<file path="src/rtl/digital_demod.sv">
// Synchronous I/Q demodulator: accumulates 4-samples-per-period ADC data into I/Q sums
// after a settling discard, and hands back the truncated result on a level-held handshake.
module digital_demod #(
    parameter int NPER  = 16,
    parameter int NDISC = 8
) (
    input  logic        Clk,
    input  logic        Rst,
    input  logic        DemodEn,
    input  logic [13:0] AdcData,
    input  logic        AdcValid,
    input  logic        AdcOvr,
    output logic        DemodReady,
    output logic [31:0] DemodResult,
    output logic        DemodBusy,
    output logic        OvrFlag
);

    localparam int NSAMP  = 4 * NPER;
    localparam int SAMP_W = $clog2(NSAMP);
    localparam logic [SAMP_W-1:0] SAMP_LAST = SAMP_W'(NSAMP - 1);
    localparam logic [7:0]        DISC_LAST = (NDISC == 0) ? 8'd0 : 8'(NDISC - 1);

    typedef enum logic [1:0] {IDLE, DISCARD, ACC, DONE} state_t;

    state_t             state_q;
    logic [7:0]         disc_cnt_q;
    logic [SAMP_W-1:0]  samp_cnt_q;
    logic signed [23:0] iacc_q, qacc_q;
    logic signed [23:0] iacc_d, qacc_d;
    logic signed [23:0] sample;
    logic [1:0]         phase;
    logic               ready_q;
    logic               ovr_q;
    logic [31:0]        result_q;

    assign sample = {{10{AdcData[13]}}, AdcData};
    // Phase index is the low two bits of the ACC sample counter, so it wraps 3->0 for free.
    assign phase  = samp_cnt_q[1:0];

    // NOTE: every always_comb output gets a default first so no latch is inferred.
    always_comb begin
        iacc_d = iacc_q;
        qacc_d = qacc_q;
        case (phase)
            2'd0: iacc_d = iacc_q + sample;
            2'd1: qacc_d = qacc_q + sample;
            2'd2: iacc_d = iacc_q - sample;
            2'd3: qacc_d = qacc_q - sample;
        endcase
    end

    // NOTE: sequential state uses non-blocking assignments only.
    always_ff @(posedge Clk or posedge Rst) begin
        if (Rst) begin
            state_q    <= IDLE;
            disc_cnt_q <= '0;
            samp_cnt_q <= '0;
            iacc_q     <= '0;
            qacc_q     <= '0;
            ready_q    <= 1'b0;
            ovr_q      <= 1'b0;
            result_q   <= '0;
        end else begin
            case (state_q)
                IDLE: begin
                    if (DemodEn) begin
                        disc_cnt_q <= '0;
                        samp_cnt_q <= '0;
                        iacc_q     <= '0;
                        qacc_q     <= '0;
                        ovr_q      <= 1'b0;
                        ready_q    <= 1'b0;
                        state_q    <= (NDISC == 0) ? ACC : DISCARD;
                    end
                end
                DISCARD: begin
                    if (!DemodEn) begin
                        state_q <= IDLE;
                    end else if (AdcValid) begin
                        if (disc_cnt_q == DISC_LAST) begin
                            state_q <= ACC;
                        end else begin
                            disc_cnt_q <= disc_cnt_q + 1'b1;
                        end
                    end
                end
                ACC: begin
                    if (!DemodEn) begin
                        state_q <= IDLE;
                    end else if (AdcValid) begin
                        iacc_q     <= iacc_d;
                        qacc_q     <= qacc_d;
                        samp_cnt_q <= samp_cnt_q + 1'b1;
                        if (AdcOvr) begin
                            ovr_q <= 1'b1;
                        end
                        // Result captured from the sums including this final sample.
                        if (samp_cnt_q == SAMP_LAST) begin
                            result_q <= {iacc_d[23:8], qacc_d[23:8]};
                            ready_q  <= 1'b1;
                            state_q  <= DONE;
                        end
                    end
                end
                DONE: begin
                    if (!DemodEn) begin
                        ready_q <= 1'b0;
                        state_q <= IDLE;
                    end
                end
                default: state_q <= IDLE;
            endcase
        end
    end

    assign DemodReady  = ready_q;
    assign DemodResult = result_q;
    assign DemodBusy   = (state_q == DISCARD) || (state_q == ACC);
    assign OvrFlag     = ovr_q;

endmodule
</file>
<file path="config.mk">
export PLATFORM = sky130hd
export DESIGN_NAME = digital_demod
export DESIGN_NICKNAME = d
export VERILOG_FILES = /design/src/rtl/digital_demod.sv
export SDC_FILE = /design/constraint.sdc
export NUM_CORES = 1
export LEC_CHECK = 0
export BUFFER_PORTS_ARGS = -buffer_cell sky130_fd_sc_hd__buf_2
export CORE_ASPECT_RATIO = 2
export CORE_MARGIN = 1
export CORE_UTILIZATION = 30
export CTS_CLUSTER_DIAMETER = 150
export DETAILED_ROUTE_END_ITERATION = 12
export GPL_ROUTABILITY_DRIVEN = 0
export SYNTH_ARGS = -nofsm -noshare
export SYNTH_HDL_FRONTEND = slang
export SYNTH_SLANG_ARGS = --single-unit
</file>
<file path="constraint.sdc">
create_clock -name Clk -period 4.9 [get_ports Clk]
set_input_delay 0 -clock Clk [delete_from_list [all_inputs] [get_ports Clk]]
set_output_delay 0 -clock Clk [all_outputs]
set_load 0.1 [all_outputs]
</file>
==> results of run 1 <==
-- per-layer routing --
metal,vias up,share of wire (%)
li1,3270,-
met1,3198,36
met2,159,54
met3,62,3.6
met4,0,6.1
met5,-,0
-- cells in the mapped netlist (17+ instances only) --
library cell	number
a31oi_1	17
a21oi_1	66
inv_1	27
dfrtp_1	98
xor2_1	17
clkbuf_1	36
o21ai_0	63
nor3_1	20
xnor2_1	48
nor2_1	92
nand3_1	32
a22o_1	27
nand2_1	109
ha_1	57
a21o_1	22
-- tightest hold or removal path, stage by stage --
cell     delay (ns)
buf_2          0.17
a31oi_1        0.10
nor2_1         0.09
-- sequential cells by signal, summed over array words and instances, names as in the netlist --
name and count:
DemodResult 32, OvrFlag 1, iacc_q 24, qacc_q 24, DemodReady 1, samp_cnt_q 6, state_q 2, disc_cnt_q 8
-- final timing paths --
check | startpoint | end | slack (ns) | depth (start not counted)
worst max-delay path | AdcData[0] | DemodResult[9] | 0.49 | 18
worst min-delay path | AdcValid | OvrFlag | 0.04 | 3
worst max register to register | samp_cnt_q[0] | DemodResult[9] | 0.75 | 12
worst min register to register | DemodResult[11] | DemodResult[11] | 0.48 | 2
max in group asynchronous | Rst | DemodResult[10] | 3.50 | 4
min in group asynchronous | Rst | qacc_q[7] | 0.27 | 3
-- layout make-up --
| class | count | area share (%) |
|---|---|---|
| diodes | 1 | 0.0299 |
| clock buffers | 10 | 2.86 |
| clock inverters | 6 | 0.479 |
| inverters | 27 | 1.24 |
| multi-input cells | 728 | 56.5 |
| flip-flops and latches | 98 | 29.3 |
| well taps | 332 | 4.97 |
| repair buffers | 68 | 4.61 |
-- timing repair --
action / in CTS / in global routing
hold endpoints to repair: 49 / 0
setup buffers: 0 / 0
hold buffers: 3 / 0
-- cells by family after synthesis --
| kind of cell | share of synthesized area, % |
|---|---|
| AOI/OAI and AO/OA | 23.8 |
| xor gates and xnor gates | 7.66 |
| adders and majority gates | 10.1 |
| buffers and inverters | 3.53 |
| DFF | 33.0 |
| muxes | 1.78 |
| and+or+nand+nor | 20.1 |
-- power by group --
group | leakage [nW] | total [mW] | switching [mW] | internal, mW
Sequential | 1.36 | 0.972 | 0.0774 | 0.895
Combinational | 2.44 | 1.54 | 1.01 | 0.527
Clock | 0.139 | 0.701 | 0.341 | 0.360
Total | 3.94 | 3.21 | 1.43 | 1.78
-- through the flow --
| stage | cell area (µm²) | total power [mW] | setup slack (ns) |
|---|---|---|---|
| floorplan | 7430 | 2.11 | 1.32 |
| global placement | 8050 | 2.50 | 0.740 |
| detailed placement | 8050 | 2.51 | 0.663 |
| CTS | 8350 | 3.23 | 0.536 |
| global route | 8350 | 3.43 | 0.120 |
| finish | 8360 | 3.21 | 0.487 |
==> out/metrics.yaml, run 1 <==
status: "complete, no violations"
first_pass_iters: 5
synthFlopType: "dfrtp_1"
globalRouteMet3Util_pct: 2.72
synth_top_cell_by_area: "dfrtp_1"
clkTransAtPathRegs_ns: 0.07
ant_nets: 0
ioPinCount: 54
mostFrequentLayoutCells: "nand2_1, dfrtp_1, nor2_1"
cts.sinks: 98
die_h_um: 225
syn_area_per_cell_um2: 8.31
p_leak_nw: 3.94
dp_hpwl_um: 17100
ys_seq_area_share_pct: 33.0
crit_slowest_cell: "dlygate4sd3_1"
setup-tns-final_ns: 0
min_period_ns: 4.41
maxCapViolCount: 0
fin_skew_ns: 0.0135
path_class: "in -> reg"
vias: 6689
finalMaxSlewViolations: 0
cpMostUsedCell: "nor3b_1"
synth-seq-cells: 98
rows: 81
synth_area_leaders: "dfrtp_1, ha_1, xnor2_1"
die-area_mm2: 0.0254
stdcell_count: 1270
htree_levels: 3
worst-path-buf-inv: 2
initial_core_util_pct: 30.4
numCtsBuffers: 9
layout.area.seq_mm2: 0.00245
min_path_type: "in -> reg"
grt_setup_unrepaired: "no"
tightest_slew_ns: 1.18
vias_per_cell: 5.27
vdd_drop_max_mv: 0.185
clk_latency_ns: 0.37
place_inst: 1250
syn_nets: 973
synth_warnings: 0
setup_viol: 0
crit_family: "simple AND/OR/NAND/NOR gates"
finalCritPeriodShare_pct: 90.1
holdWs_ns: 0.0356
wl_per_cell_um: 17.6
start_kind: "input pin"
crit_path_max_fanout: 7
async_reset_ff_share_pct: 100
route.detailed.drc: 0
powerDensity_mw_per_mm2: 384
synth_edf_count: 0
grt_util_met1_pct: 17.8
totalWireLength_um: 22300
die_width_um: 113
syn_to_final_growth_pct: 12.4
track_usage_pct: 18.3
core_area_mm2: 0.0244
layout_commonest_cell: "nand2_1"
fillers: 2557
dr.first_iter.drc_count: 349
path_cells: "dlygate4sd3_1 -> buf_2 -> nor3_1 -> and2_1 -> nor3b_1 -> nor3b_1 -> nor3b_1 -> nor2_1 -> xnor2_1 -> ha_1 -> nand3_1 -> nor3_1 -> o311a_1 -> or2_1 -> a21o_1 -> a21oi_1 -> xnor2_1 -> mux2_2"
max_stage_delay_ns: 0.54
synthesis.area_mm2: 0.00743
cts_resized: 0
crit_required_ns: 5.15
cts-root-buf: "clkbuf_16"
cts_tree: "built"
antenna_found_initial: 1
syn_inst: 895
endpoint_kind: "register"
grt_max_degree: 53
met2_usage_pct: 34.9
drive_above_1_share_pct: 11.5
crit_arrival_ns: 4.66
cts_buffer_depth: 2
finalHoldViolations: 0
grt_pass1_vias: 6858
portBuffers: 53
busiest_layer: "met2"
grt_overflow: 0
maxSlewHeadroom_pct: 20.8
synth_cell_types: 67
post-synth-top-area-fraction_pct: 33.0
layout.nets: 1010
max_freq_ghz: 0.227
utilization_pct: 34.2
grt_pass1_wl_um: 35600
multiInputGateArea_mm2: 0.00472
Power figures use the tool's default switching activity.
==> inputs of run 2 (changes only) <==
--- a/config.mk
+++ b/config.mk
@@ -12,6 +12,7 @@
 export CTS_CLUSTER_DIAMETER = 150
 export DETAILED_ROUTE_END_ITERATION = 12
 export GPL_ROUTABILITY_DRIVEN = 0
+export PLACE_DENSITY = 0.51
 export SYNTH_ARGS = -nofsm -noshare
 export SYNTH_HDL_FRONTEND = slang
 export SYNTH_SLANG_ARGS = --single-unit
==> run 2 against run 1 <==
- clock power up 0.9%
- largest power group unchanged
- combinational power is essentially flat
- setup slack improved by 0.099 ns
- via count fell by 0.67%
- critical path depth did not move
- highest routed layer unchanged
- critical endpoint is now iacc_q[23]
- wire length rose by 1.8%
==> out/metrics.yaml, run 2 (synthesis results as in run 1) <==
crit_slowest_cell: "dlygate4sd3_1"
switching_power_mw: 1.46
placed_area_mm2: 0.00806
cts.sinks: 98
die_width_um: 113
place_ws_ns: 0.707
grt_pass1_wl_um: 36600
first_pass_iters: 5
cts_resized: 0
cpMostUsedCell: "nor3b_1"
setup_viol: 0
crit_arrival_ns: 4.63
post-cts-setup-buffers: 0
final_cell_area_mm2: 0.00837
totalWireLength_um: 22700
cts-root-buf: "clkbuf_16"
endpoint_kind: "register"
tightest_slew_ns: 0.992
portBuffers: 53
num_antenna_cells: 0
maxSlewHeadroom_pct: 33.9
stdcell_count: 1271
ioPinCount: 54
path_class: "in -> reg"
crit_family: "simple AND/OR/NAND/NOR gates"
intPower_mw: 1.77
fin_skew_ns: 0.00881
place_inst: 1252
rows: 81
path_cells: "dlygate4sd3_1 -> buf_2 -> nor3_1 -> and2_1 -> nor3b_1 -> nor3b_1 -> nor3b_1 -> nor2_1 -> xnor2_1 -> ha_1 -> a2111oi_1 -> o211ai_1 -> nand3_1 -> o2111ai_1 -> a31oi_1 -> xor2_1 -> or4_1 -> nand3_1"
wl_per_cell_um: 17.9
cts_buffer_depth: 2
min_period_ns: 4.31
worst-path-buf-inv: 2
hold_buffers: 3
die_h_um: 225
setup-tns-final_ns: 0
layout_commonest_cell: "nand2_1"
multiInputGateArea_mm2: 0.00472
layout.nets: 1012
initial_core_util_pct: 30.4
finalMaxSlewViolations: 0
route.detailed.drc: 0
track_usage_pct: 18.9
maxCapViolCount: 0
grt_max_degree: 57
max_stage_delay_ns: 0.53
dr.first_iter.drc_count: 368
grt_pass1_vias: 6920
crit_required_ns: 5.21
max_freq_ghz: 0.232
layout.area.seq_mm2: 0.00245
clk_latency_ns: 0.38
combPwrFrac_pct: 48.0
p_leak_nw: 3.93
htree_levels: 3
die-area_mm2: 0.0254
finalCritPeriodShare_pct: 88.0
setup_slack_ns: 0.587
holdWs_ns: 0.0305
vias_per_cell: 5.23
finalHoldViolations: 0
vdd_drop_max_mv: 0.170
p_sw_share_pct: 45.1
syn_to_final_growth_pct: 12.6
mostFrequentLayoutCells: "nand2_1, dfrtp_1, nor2_1"
fillers: 2556
power.clock.fraction_pct: 21.9
crit_path_max_fanout: 6
vias: 6644
dp_hpwl_um: 17700
power_frac_seq_pct: 30.1
utilization_pct: 34.3
min_path_type: "in -> reg"
start_kind: "input pin"
p_total_mw: 3.23
largest_reg_flops: 32
ant_nets: 0
grt_overflow: 0
core_area_mm2: 0.0244
status: "complete, no violations"
drive_above_1_share_pct: 11.7
cts_tree: "built"
clkTransAtPathRegs_ns: 0.08
antenna_found_initial: 0
grt_setup_unrepaired: "no"
numCtsBuffers: 9
powerDensity_mw_per_mm2: 386
-- run 2: changes by cell type in the layout (fill, tap and decap cells not counted) --
cell | before | now
clkinv_2 | 3 | 1
clkinvlp_4 | 1 | 3
buf_4 | 12 | 14
diode_2 | 1 | 0
clkbuf_8 | 1 | 0
clkinv_4 | 0 | 1
-- run 2: power by group through the flow --
| stage | combinational, mW | sequential [mW] | clock [mW] |
|---|---|---|---|
| global route | 1.71 | 0.987 | 0.761 |
| CTS | 1.56 | 0.974 | 0.738 |
| finish | 1.55 | 0.974 | 0.707 |
| global placement | 1.54 | 0.988 | 0 |
| floorplan | 1.14 | 0.967 | 0 |
| detailed placement | 1.55 | 0.990 | 0 |
-- run 2: layout make-up --
| class | count | share of cell area, % |
|---|---|---|
| inverter | 27 | 1.24 |
| clock buffer | 9 | 2.69 |
| multi-input combinational | 728 | 56.4 |
| timing repair buffer | 70 | 4.78 |
| sequential | 98 | 29.3 |
| clock inverter | 7 | 0.643 |
| tap | 332 | 4.96 |
-- run 2: worst register-to-register path: cells and delay by family (launching register included) --
family	cells	cell delay, ns
buffers and inverters	1	0.10
and+or+nand+nor	4	1.07
adders and majority gates	2	1.05
xor gates and xnor gates	1	0.12
DFF	1	0.44
AOI/OAI and AO/OA	5	1.20
-- run 2: path summary, 6_finish.rpt --
kind / startpoint / endpoint / slack [ns] / depth (start not counted)
setup / recovery: AdcData[0] / iacc_q[23] / 0.59 / 18
hold reg to reg: DemodResult[11] / DemodResult[11] / 0.46 / 2
max in group asynchronous: Rst / qacc_q[0] / 3.51 / 4
setup reg to reg: samp_cnt_q[0] / iacc_q[23] / 0.85 / 13
hold / removal: AdcValid / OvrFlag / 0.03 / 3
min in group asynchronous: Rst / DemodResult[7] / 0.31 / 3
-- run 2: per-layer routing --
layer | track usage (%) | vias up | wire (µm)
met5 | 0 | - | 0
met2 | 36.9 | 116 | 12800
met4 | 11.0 | 0 | 1180
met3 | 2.69 | 57 | 567
li1 | - | 3274 | -
met1 | 18.3 | 3197 | 8130
==> inputs of run 3 (changes only) <==
--- a/config.mk
+++ b/config.mk
@@ -12,7 +12,7 @@
 export CTS_CLUSTER_DIAMETER = 150
 export DETAILED_ROUTE_END_ITERATION = 12
 export GPL_ROUTABILITY_DRIVEN = 0
-export PLACE_DENSITY = 0.51
+export PLACE_DENSITY = 0.53
 export SYNTH_ARGS = -nofsm -noshare
 export SYNTH_HDL_FRONTEND = slang
 export SYNTH_SLANG_ARGS = --single-unit
==> constraint.sdc (replaced) <==
create_clock -name Clk -period 3.9 [get_ports Clk]
set_input_delay 0 -clock Clk [delete_from_list [all_inputs] [get_ports Clk]]
set_output_delay 0 -clock Clk [all_outputs]
set_load 0.1 [all_outputs]
==> run 3 against run 2 <==
- register-to-register slack worse by 0.54 ns
- die area is the same
- clock power increased by 32%
- wire length is 2.8% higher
- critical endpoint is now DemodResult[31]
==> out/metrics.yaml, run 3 (synthesis results as in run 1) <==
fin_skew_ns: 0.00948
cts_tree: "built"
path_class: "reg -> reg"
min_to: "OvrFlag"
intPower_mw: 2.35
placed_area_mm2: 0.00835
die-area_mm2: 0.0254
max_freq_ghz: 0.278
power.clock.fraction_pct: 22.6
finalMaxSlewViolations: 0
initial_core_util_pct: 30.4
combPwrFrac_pct: 47.8
p_leak_nw: 4.14
crit_arrival_ns: 3.88
die_width_um: 113
layout_commonest_cell: "nand2_1"
status: "complete, no violations"
post-cts-setup-buffers: 0
first_pass_iters: 5
finalCritPeriodShare_pct: 92.1
place_ws_ns: 0.00985
layout.area.seq_mm2: 0.00245
p_sw_share_pct: 43.2
vdd_drop_max_mv: 0.248
wl_per_cell_um: 17.8
grt_overflow: 0
hold_start: "AdcValid"
worst_r2r_endpoint: "DemodResult[31]"
numCtsBuffers: 9
tightest_slew_ns: 0.891
vias_per_cell: 5.16
dr.first_iter.drc_count: 307
crit_path_max_fanout: 10
min_path_type: "in -> reg"
r2r_start: "samp_cnt_q[0]"
finalHoldViolations: 0
core_area_mm2: 0.0244
min_delay_path_depth: 3
powerDensity_mw_per_mm2: 476
clkTransAtPathRegs_ns: 0.07
ant_nets: 0
track_usage_pct: 19.5
rr_worst_depth: 14
dp_hpwl_um: 18300
fillers: 2588
clk_latency_ns: 0.37
vias: 6753
setup-tns-final_ns: 0
endpoint_kind: "register"
largest_reg_flops: 32
layout.nets: 1049
final_cell_area_mm2: 0.00869
die_h_um: 225
grt_setup_unrepaired: "no"
min_period_ns: 3.59
setup_viol: 0
crit_required_ns: 4.19
antenna_found_initial: 1
cts-root-buf: "clkbuf_16"
grt_max_degree: 43
mostFrequentLayoutCells: "nand2_1, dfrtp_1, nor2_1"
ioPinCount: 54
power_frac_seq_pct: 29.6
route.detailed.drc: 0
start_kind: "register"
cts.sinks: 98
htree_levels: 3
syn_to_final_growth_pct: 16.9
cts_buffer_depth: 2
grt_pass1_wl_um: 37600
totalWireLength_um: 23300
drive_above_1_share_pct: 15.2
multiInputGateArea_mm2: 0.00473
regToRegSetupSlack_ns: 0.31
setup_slack_ns: 0.308
grt_pass1_vias: 7060
maxSlewHeadroom_pct: 40.4
portBuffers: 53
rows: 81
maxCapViolCount: 0
switching_power_mw: 1.79
-- run 3: layout make-up --
cell class | instances | share of cell area (%)
Sequential cell | 98 | 28.2
Inverter | 27 | 1.20
Tap cell | 332 | 4.78
Multi-Input combinational cell | 728 | 54.4
Timing Repair Buffer | 107 | 7.95
Clock buffer | 10 | 2.75
Antenna cell | 1 | 0.0288
Clock inverter | 5 | 0.634
-- run 3: how the worst max path moves through the flow --
stage                  startpoint               to  slack (ns)
CTS                 samp_cnt_q[0]  DemodResult[31]        0.17
detailed placement     AdcData[2]       iacc_q[23]        0.01
global route           AdcData[2]  DemodResult[31]       0.006
global placement       AdcData[2]       iacc_q[23]        0.10
finish              samp_cnt_q[0]  DemodResult[31]        0.31
floorplan           samp_cnt_q[0]  DemodResult[12]        0.32
-- run 3: critical path, cell delays in order (launching register included) --
cell       delay, ns
dfrtp_1         0.46
inv_1           0.10
ha_1            0.33
buf_12          0.19
nor3_4          0.28
nor2_1          0.09
ha_1            0.20
a2111oi_1       0.50
o211ai_1        0.17
nand3_1         0.18
o2111ai_1       0.19
a31oi_1         0.20
xor2_1          0.12
or3_1           0.32
a31oi_1         0.16
-- run 3: layer usage --
layer	GRT usage [%]	routed length (µm)	part of all wire [%]	vias to the layer above
met1	19.0	8410	36	3247
met5	0	0	0	-
li1	-	-	-	3338
met4	11.4	1160	5.0	0
met2	38.3	13200	57	115
met3	2.56	529	2.3	53
-- run 3: timing repair --
| item | in CTS | in global routing |
|---|---|---|
| endpoints found under the hold margin | 32 | 0 |
| setup endpoints to repair | 0 | 4 |
| gates resized for setup | 0 | 2 |
| hold buffers | 3 | 0 |
-- run 3: power groups by stage --
stage,sequential (mW),combinational (mW),clock (mW)
after global placement,1.24,1.98,0
after CTS,1.22,1.99,0.966
final,1.22,1.98,0.935
after detailed placement,1.24,1.98,0
after global routing,1.24,2.19,0.997
after floorplan,1.22,1.43,0
-- run 3: through the flow --
step / hold WS, ns / instances / utilization, % / power [mW]
4_1_cts: 0.0326 / 1307 / 35.5 / 4.18
6_report: 0.0360 / 1308 / 35.6 / 4.14
3_5_place_dp: 0.0668 / 1289 / 34.2 / 3.22
5_1_grt: 0.0738 / 1308 / 35.6 / 4.43
3_3_place_gp: 0.0560 / 1289 / 34.2 / 3.22
2_1_floorplan: 0.189 / 895 / - / 2.65
